### src/rtl/bp_pkg.sv
// Shared types for the branch-prediction resolve queue: queue entry layout,
// mispredict cause encoding and the sequential-fetch PC step.
package bp_pkg;

  localparam int BP_PC_W = 32;
  localparam int PC_STEP = 4;

  typedef struct packed {
    logic [BP_PC_W-1:0] pc;
    logic               taken;
    logic [BP_PC_W-1:0] target;
  } bp_entry_t;

  typedef enum logic [1:0] {
    NONE = 2'b00,
    DIR  = 2'b01,
    TGT  = 2'b10
  } mis_cause_t;

endpackage

### src/rtl/bp_fifo.sv
// Circular in-order storage for in-flight predictions. Pointers carry one
// extra wrap bit so full and empty are distinguishable.
module bp_fifo
  import bp_pkg::*;
#(
  parameter int DEPTH = 4,
  localparam int AW = $clog2(DEPTH)
) (
  input  logic          clk,
  input  logic          rst,
  input  logic          push,
  input  logic          pop,
  input  logic          flush,
  input  bp_entry_t     wr_entry,
  output bp_entry_t     head,
  output logic [AW:0]   count,
  output logic          full,
  output logic          empty
);

  logic [AW:0] wptr_q, wptr_d;
  logic [AW:0] rptr_q, rptr_d;
  bp_entry_t   mem_q [DEPTH];

  // A flush always accompanies the popping resolution, so the queue ends
  // empty and any same-cycle push is treated as wrong-path.
  always_comb begin
    rptr_d = rptr_q;
    wptr_d = wptr_q;
    if (pop) rptr_d = rptr_q + (AW+1)'(1);
    if (flush) wptr_d = rptr_q + (AW+1)'(1);
    else if (push) wptr_d = wptr_q + (AW+1)'(1);
  end

  always_ff @(posedge clk or posedge rst) begin
    if (rst) begin
      rptr_q <= '0;
      wptr_q <= '0;
    end else begin
      rptr_q <= rptr_d;
      wptr_q <= wptr_d;
    end
  end

  always_ff @(posedge clk) begin
    if (push && !flush) mem_q[wptr_q[AW-1:0]] <= wr_entry;
  end

  assign head  = mem_q[rptr_q[AW-1:0]];
  assign count = wptr_q - rptr_q;
  assign full  = (count == (AW+1)'(DEPTH));
  assign empty = (count == '0);

endmodule

### src/rtl/bp_resolve_queue.sv
// Checks queued branch predictions against resolved outcomes in program
// order, emitting predictor updates and a registered redirect on mispredict.
module bp_resolve_queue
  import bp_pkg::*;
#(
  parameter int DEPTH = 4,
  parameter int PC_W  = BP_PC_W
) (
  input  logic                     clk,
  input  logic                     rst,
  input  logic                     pred_valid,
  input  logic [PC_W-1:0]          pred_pc,
  input  logic                     pred_taken,
  input  logic [PC_W-1:0]          pred_target,
  output logic                     pred_ready,
  input  logic                     res_valid,
  input  logic                     res_taken,
  input  logic [PC_W-1:0]          res_target,
  output logic                     upd_valid,
  output logic [PC_W-1:0]          upd_pc,
  output logic                     upd_taken,
  output logic                     mispredict,
  output logic [1:0]               mis_cause,
  output logic [PC_W-1:0]          redirect_pc,
  output logic                     res_err,
  output logic [$clog2(DEPTH):0]   count
);

  bp_entry_t  wr_entry, head;
  logic       full, empty, push, pop, flush;
  logic [PC_W-1:0] head_pc, head_target;
  mis_cause_t cause;

  logic            upd_valid_q, upd_valid_d;
  logic [PC_W-1:0] upd_pc_q, upd_pc_d;
  logic            upd_taken_q, upd_taken_d;
  logic            mispredict_q, mispredict_d;
  mis_cause_t      mis_cause_q, mis_cause_d;
  logic [PC_W-1:0] redirect_pc_q, redirect_pc_d;
  logic            res_err_q, res_err_d;

  assign wr_entry.pc     = BP_PC_W'(pred_pc);
  assign wr_entry.taken  = pred_taken;
  assign wr_entry.target = BP_PC_W'(pred_target);

  assign pred_ready  = !full;
  assign push        = pred_valid && !full;
  assign pop         = res_valid && !empty;
  assign head_pc     = PC_W'(head.pc);
  assign head_target = PC_W'(head.target);

  bp_fifo #(.DEPTH(DEPTH)) u_fifo (
    .clk      (clk),
    .rst      (rst),
    .push     (push),
    .pop      (pop),
    .flush    (flush),
    .wr_entry (wr_entry),
    .head     (head),
    .count    (count),
    .full     (full),
    .empty    (empty)
  );

  // Direction errors take priority; a target is only judged when both agree on taken.
  always_comb begin
    cause = NONE;
    if (head.taken != res_taken) cause = DIR;
    else if (head.taken && (head_target != res_target)) cause = TGT;
  end

  assign flush = pop && (cause != NONE);

  always_comb begin
    upd_valid_d   = pop;
    upd_pc_d      = pop ? head_pc : '0;
    upd_taken_d   = pop ? res_taken : 1'b0;
    mispredict_d  = flush;
    mis_cause_d   = flush ? cause : NONE;
    redirect_pc_d = '0;
    if (flush) redirect_pc_d = res_taken ? res_target : head_pc + PC_W'(PC_STEP);
    res_err_d     = res_valid && empty;
  end

  always_ff @(posedge clk or posedge rst) begin
    if (rst) begin
      upd_valid_q   <= 1'b0;
      upd_pc_q      <= '0;
      upd_taken_q   <= 1'b0;
      mispredict_q  <= 1'b0;
      mis_cause_q   <= NONE;
      redirect_pc_q <= '0;
      res_err_q     <= 1'b0;
    end else begin
      upd_valid_q   <= upd_valid_d;
      upd_pc_q      <= upd_pc_d;
      upd_taken_q   <= upd_taken_d;
      mispredict_q  <= mispredict_d;
      mis_cause_q   <= mis_cause_d;
      redirect_pc_q <= redirect_pc_d;
      res_err_q     <= res_err_d;
    end
  end

  assign upd_valid   = upd_valid_q;
  assign upd_pc      = upd_pc_q;
  assign upd_taken   = upd_taken_q;
  assign mispredict  = mispredict_q;
  assign mis_cause   = mis_cause_q;
  assign redirect_pc = redirect_pc_q;
  assign res_err     = res_err_q;

endmodule

### config.mk
export PLATFORM = sky130hd
export DESIGN_NAME = bp_resolve_queue
export DESIGN_NICKNAME = d
export VERILOG_FILES = /design/src/rtl/bp_pkg.sv /design/src/rtl/bp_fifo.sv /design/src/rtl/bp_resolve_queue.sv
export SDC_FILE = /design/constraint.sdc
export NUM_CORES = 1
export LEC_CHECK = 0
export ABC_AREA = 1
export BUFFER_PORTS_ARGS = -buffer_cell sky130_fd_sc_hd__buf_2
export CORE_ASPECT_RATIO = 2
export CORE_MARGIN = 5
export CORE_UTILIZATION = 55
export CTS_BUF_LIST = sky130_fd_sc_hd__clkbuf_8
export DETAILED_ROUTE_END_ITERATION = 16
export GPL_TIMING_DRIVEN = 0
export PLACE_DENSITY = 0.75
export SLEW_MARGIN = 25
export SYNTH_ARGS = -nofsm -noshare
export SYNTH_HDL_FRONTEND = slang
export SYNTH_HIERARCHICAL = 1
export SYNTH_SLANG_ARGS = --single-unit
### constraint.sdc
create_clock -name clk -period 6.8 [get_ports clk]
set_input_delay 0.68 -clock clk [delete_from_list [all_inputs] [get_ports clk]]
set_output_delay 0.68 -clock clk [all_outputs]
set_load 0.02 [all_outputs]
==> impl_metrics.ini, run 1 <==
[route]
drtIter0Drc = 928
antenna_left = 0
wl_per_cell_um = 20.8
vias = 10706
drcViolationCount = 0
vias_per_cell = 5.35
first_pass_iters = 7
routed_wirelength_mm = 41.7

[yosys]
syn_area_um2 = 15100
synth_nets = 1485
synth_cell_types = 32
synth_area_per_cell_um2 = 11.0
ys_ff_latch = 336
seq_area_frac_synth = 0.644
async_flop_share = 0.226
synthFlopType = edfxtp_1
ys.warnings.count = 6
synth-edff-count = 260
synth_cells = 1375

[timing]
rsz0062_at_grt = no
fin_ws_ns = 2.18
finalSetupViolations = 0
maxSlewViolCount = 0
finClkSkew_ns = 0.0262
worst_slew_pin_slew_ns = 0.667
holdWs_ns = 0.0216
fin_crit_sh = 0.679
hold_violations = 0
slew_headroom = 0.554
max_clock_freq_mhz = 217
final.min_clock_period_ns = 4.62

[cts]
htree_levels = 2
cts_tree = built
cts_root_buf = clkbuf_8
clkSinkCount = 336
cts_made_buffers = 45
post_cts_buffers = 0
insertion_delay_ns = 0.60
cts_hold_buf = 0
post_cts_resized = 0
clockBufferDepth = 3
clk_pin_slew_ns = 0.07

[setup_path]
required_ns = 7.08
endpoint_kind = flop
path_class = flop to flop
arrival_ns = 4.90
r2r_setup_slack_ns = 2.18
cp_max_fo = 18
crit_path_start_kind = flop

[grt]
grt.total_usage = 0.271
grt_pass1_vias = 11050
met2_usage = 0.482
grt.busiest_layer = met2
grt_use_met3 = 0.0373
grt_max_degree = 45
grt.overflow.total = 0
antenna_found_initial = 8
grt_pass1_wl_mm = 63.0
met1_usage = 0.294

[placement]
dp_hpwl_mm = 31.5
gp_congestion = 0.981
dp_slack_ns = 2.29
dp_cells = 1911
port_buffers = 175

[layout]
final_nets = 1720
area_delta_synth_final_pct = 17.5
final_cells = 2002
seqCellArea_um2 = 9710
multi_input_area_um2 = 4080
drive_gt1_frac = 0.240
filler_cell_count = 2119

[floorplan]
std_cell_rows = 85
start_util = 0.558
core_um2 = 27000
die_x_um = 127
ioPinCount = 176
dieArea_um2 = 31000
dieHeight_um = 244

[flow_run]
maxCapViolCount = 0

[power]
leakagePower_nw = 7.92
vdd_drop_max_uv = 211
power_density_nw_per_um2 = 472

[hold_path]
min_path_type = input port to asynchronous set/reset pin

[run_status]
status = completed
[final cells by class]
type	instances	share of cell area
Tap cell	348	0.0246
Clock buffer	56	0.0435
Inverter	225	0.0478
Sequential cell	336	0.548
Antenna cell	7	0.000989
Timing Repair Buffer	188	0.0680
Clock inverter	28	0.0102
Multi-Input combinational cell	755	0.230
Buffer	59	0.0262
[cell usage after synthesis, types with 5 or more instances]
cell      number  area [um2]
a21oi_2        5        43.8
o211ai_2      62         776
nand2_2        6        37.5
a21oi_1      107         536
nand3_1       24         120
xnor2_1       23         201
xor2_1        11        96.3
ha_1           7        87.6
edfxtp_1     260        7810
nor2_2         5        31.3
buf_8          7         105
inv_1        223         837
o21ai_0       36         180
buf_4          7        52.6
nand2_1      305        1140
mux2i_1        6        60.1
clkbuf_1      10        37.5
dfrtp_1       76        1900
o21ai_1       43         215
buf_2         20         100
buf_6         15         169
nor2_1        98         368
[state kept, by name (all words and copies together) (netlist names)]
signal and flops:
mis_cause 2, res_err 1, upd_taken 1, u_fifo/mem_q 260, u_fifo/rptr_q 3, redirect_pc 32, upd_valid 1, upd_pc 32
u_fifo/wptr_q 3, mispredict 1
[routing by layer]
layer	vias to the layer above	wire length, um
met5	-	7
met4	2	3090
met1	5110	14400
met2	423	22100
li1	5013	-
met3	158	2160
[stage by stage]
stage	utilization	area [um2]	TNS, ns	total power, mW
final	0.655	17700	0	8.36
after global routing	0.655	17700	0	8.81
after CTS	0.655	17700	0	8.39
after detailed placement	0.620	16700	0	6.80
after global placement	0.606	16400	-438.37	6.63
after floorplan	-	15100	0	5.42
[report_power, final]
part | switching, mW | internal [mW] | leakage [nW]
clock | 0.754 | 0.826 | 0.528
sequential | 0.143 | 2.76 | 3.36
combinational | 2.67 | 1.21 | 4.04
total | 3.57 | 4.80 | 7.92
[critical path, cell delays in order (launching register included)]
cell	delay, ns
dfrtp_1	0.44
buf_6	0.22
clkbuf_1	0.49
o21ai_0	0.21
nand2_1	0.15
xnor2_1	0.13
nand2_1	0.08
nor2_1	0.23
nand2_1	0.08
nor2_1	0.11
nand2_1	0.08
nand2_2	0.12
buf_2	0.24
nand2_1	0.20
inv_1	0.18
nand2_1	0.28
nor2_4	0.62
buf_16	0.25
buf_16	0.18
[path summary, 6_finish.rpt]
kind | to | from | cells past startpoint
min in group clk | res_err | res_valid | 3
worst min register to register | u_fifo/rptr_q[2] | u_fifo/rptr_q[2] | 2
worst max-delay path | u_fifo/mem_q[1][41] | u_fifo/rptr_q[0] | 18
max in group asynchronous | upd_pc[12] | rst | 3
worst min-delay path | u_fifo/rptr_q[0] | rst | 2
worst max register to register | u_fifo/mem_q[1][41] | u_fifo/rptr_q[0] | 18
[kinds of logic after synthesis]
| logic type | share of synthesized area |
|---|---|
| AO/OA/AOI/OAI | 0.121 |
| XOR/XNOR | 0.0198 |
| adder cells (fa/ha/maj) | 0.00714 |
| buffers and inverters | 0.0869 |
| flip-flops | 0.644 |
| multiplexers | 0.00399 |
| AND/OR/NAND/NOR | 0.117 |
[placed cells by master (no fill, tap or decap), drive strengths merged, types with 2 or more instances in the layout]
master    count
a21boi        2
a21oi       112
buf         237
bufinv        2
clkbuf       66
clkinv       13
clkinvlp      2
dfrtp        76
diode         7
edfxtp      260
ha            7
inv         236
mux2i         6
nand2       311
nand3        24
nor2        107
o211ai       66
o21ai        79
o22ai         2
xnor2        23
xor2         11
(Power assumes the default switching activity.)
==> run 2: changes to the inputs <==
--- a/config.mk
+++ b/config.mk
@@ -13,7 +13,7 @@
 export CTS_BUF_LIST = sky130_fd_sc_hd__clkbuf_8
 export DETAILED_ROUTE_END_ITERATION = 16
 export GPL_TIMING_DRIVEN = 0
-export PLACE_DENSITY = 0.75
+export PLACE_DENSITY = 0.78
 export SLEW_MARGIN = 25
 export SYNTH_ARGS = -nofsm -noshare
 export SYNTH_HDL_FRONTEND = slang
==> constraint.sdc (replaced) <==
create_clock -name clk -period 3.8 [get_ports clk]
set_input_delay 0.38 -clock clk [delete_from_list [all_inputs] [get_ports clk]]
set_output_delay 0.38 -clock clk [all_outputs]
set_load 0.02 [all_outputs]
==> impl_metrics.ini, run 2 (same netlist as run 1, synthesis figures left out) <==
[grt]
grt_max_degree = 41
grt.overflow.total = 0
grt_pass1_vias = 11403
grt_pass1_wl_mm = 63.8
grt.total_usage = 0.273
antenna_found_initial = 6

[layout]
most-common-layout-cells = nand2_1, edfxtp_1, inv_1
final_nets = 1779
largest_register_ffs = 260
final_common_cell = nand2_1
fin_util = 0.683
final_design_area_no_fill_um2 = 18500
area_delta_synth_final_pct = 22.5
drive_gt1_frac = 0.243

[power]
vdd_drop_max_uv = 438
power_density_nw_per_um2 = 843
leakagePower_nw = 8.25
p_total_mw = 15.6

[setup_path]
critPathTopFamily = simple AND/OR/NAND/NOR gates
path_class = flop to flop
arrival_ns = 3.90
cp_slowest_cell = dfrtp_1
reg2regPathDepth = 18
startpoint = u_fifo/rptr_q[1]
reg2reg_to = u_fifo/mem_q[0][39]
path_depth = 18
crit_chain = buf_2 -> buf_6 -> buf_4 -> o211ai_2 -> nand2_1 -> xnor2_2 -> nand2_1 -> nor2_1 -> nand2_1 -> nor2_1 -> nand2_1 -> nand2_4 -> nand2_1 -> inv_1 -> nand2_4 -> nor2_4 -> buf_16 -> buf_16
r2r_setup_slack_ns = 0.17
crit_path_start_kind = flop
crit_top_cell = nand2_1
slowest_delay_ns = 0.41
r2r-start = u_fifo/rptr_q[1]
endpoint_kind = flop
crit_end = u_fifo/mem_q[0][39]
cp_max_fo = 17
required_ns = 4.07
path_buf_inv = 6

[route]
vias_per_cell = 5.38
wl_per_cell_um = 20.7
drtIter0Drc = 733
antenna_left = 0
first_pass_iters = 5
routed_wirelength_mm = 42.6
vias = 11054
drcViolationCount = 0

[flow_run]
maxCapViolCount = 0

[placement]
gp_congestion = 0.919
postPlaceCellArea_um2 = 16800
dp_hpwl_mm = 31.2
dp_slack_ns = -0.502
port_buffers = 175

[floorplan]
dieArea_um2 = 31000
core_um2 = 27000
ioPinCount = 176
die_x_um = 127
dieHeight_um = 244
start_util = 0.558
std_cell_rows = 85

[cts]
insertion_delay_ns = 0.59
cts_tree = built
clkSinkCount = 336
clockBufferDepth = 3
cts_made_buffers = 45
htree_levels = 2
cts_root_buf = clkbuf_8
clk_pin_slew_ns = 0.07

[timing]
slew_headroom = 0.620
finalSetupViolations = 0
hold_violations = 0
finClkSkew_ns = 0.0388
final.min_clock_period_ns = 3.63
worst_slew_pin_slew_ns = 0.571
fin_ws_ns = 0.168
fin_crit_sh = 0.956
max_clock_freq_mhz = 275
maxSlewViolCount = 0

[hold_path]
min_path_type = input port to flop

[run_status]
status = completed
[run 2: changes by cell type in the layout (fill, tap and decap cells not counted), sizes merged]
cell / delta
dlygate4sd3: +49
buf: +9
bufinv: +8
clkbuf: -6
inv: -4
diode: -3
clkinvlp: -1
[run 2: final cells by class]
type,count,area (um2)
antenna,4,10.0
buffer,58,477
clock buffer,49,674
clock inverter,31,400
fill,1985,8560
inverter,225,850
multi-input combinational,755,4110
sequential,336,9710
tap,348,435
timing repair buffer,248,1790
[run 2: stage by stage]
step	setup TNS, ns	hold WS, ns	cells
finish	0	0.0308	2054
detailed placement	-68.38	0.347	1912
global route	-0.00569	0.0138	2054
global placement	-356.02	0.319	1898
floorplan	0	0.171	1375
CTS	0	0.000598	2051
[run 2: worst min-delay path by stage]
stage / startpoint / endpoint / depth (start not counted)
floorplan: rst / u_fifo/rptr_q[0] / 1
global placement: rst / u_fifo/rptr_q[2] / 2
detailed placement: rst / u_fifo/rptr_q[2] / 2
CTS: pred_pc[19] / u_fifo/mem_q[3][52] / 1
global route: pred_pc[16] / u_fifo/mem_q[2][49] / 1
finish: pred_pc[13] / u_fifo/mem_q[1][46] / 1
[run 2: metal layers]
metal  part of all wire  global-route usage
met1               0.34               0.291
met2               0.53               0.493
met4              0.071               0.180
met3              0.061              0.0397
met5            0.00054                   0
[run 2: timing repair]
item                                   CTS  global route
resized for setup                        4             9
setup endpoints to repair              242           249
pin swaps                                3             0
buffers inserted                        10             0
hold buffers                            49             0
gates cloned                             0             0
endpoints found under the hold margin  210             0
[run 2: power by group]
part / switching [mW] / internal, mW
Clock: 1.35 / 1.88
Sequential: 0.261 / 4.94
Combinational: 4.84 / 2.29
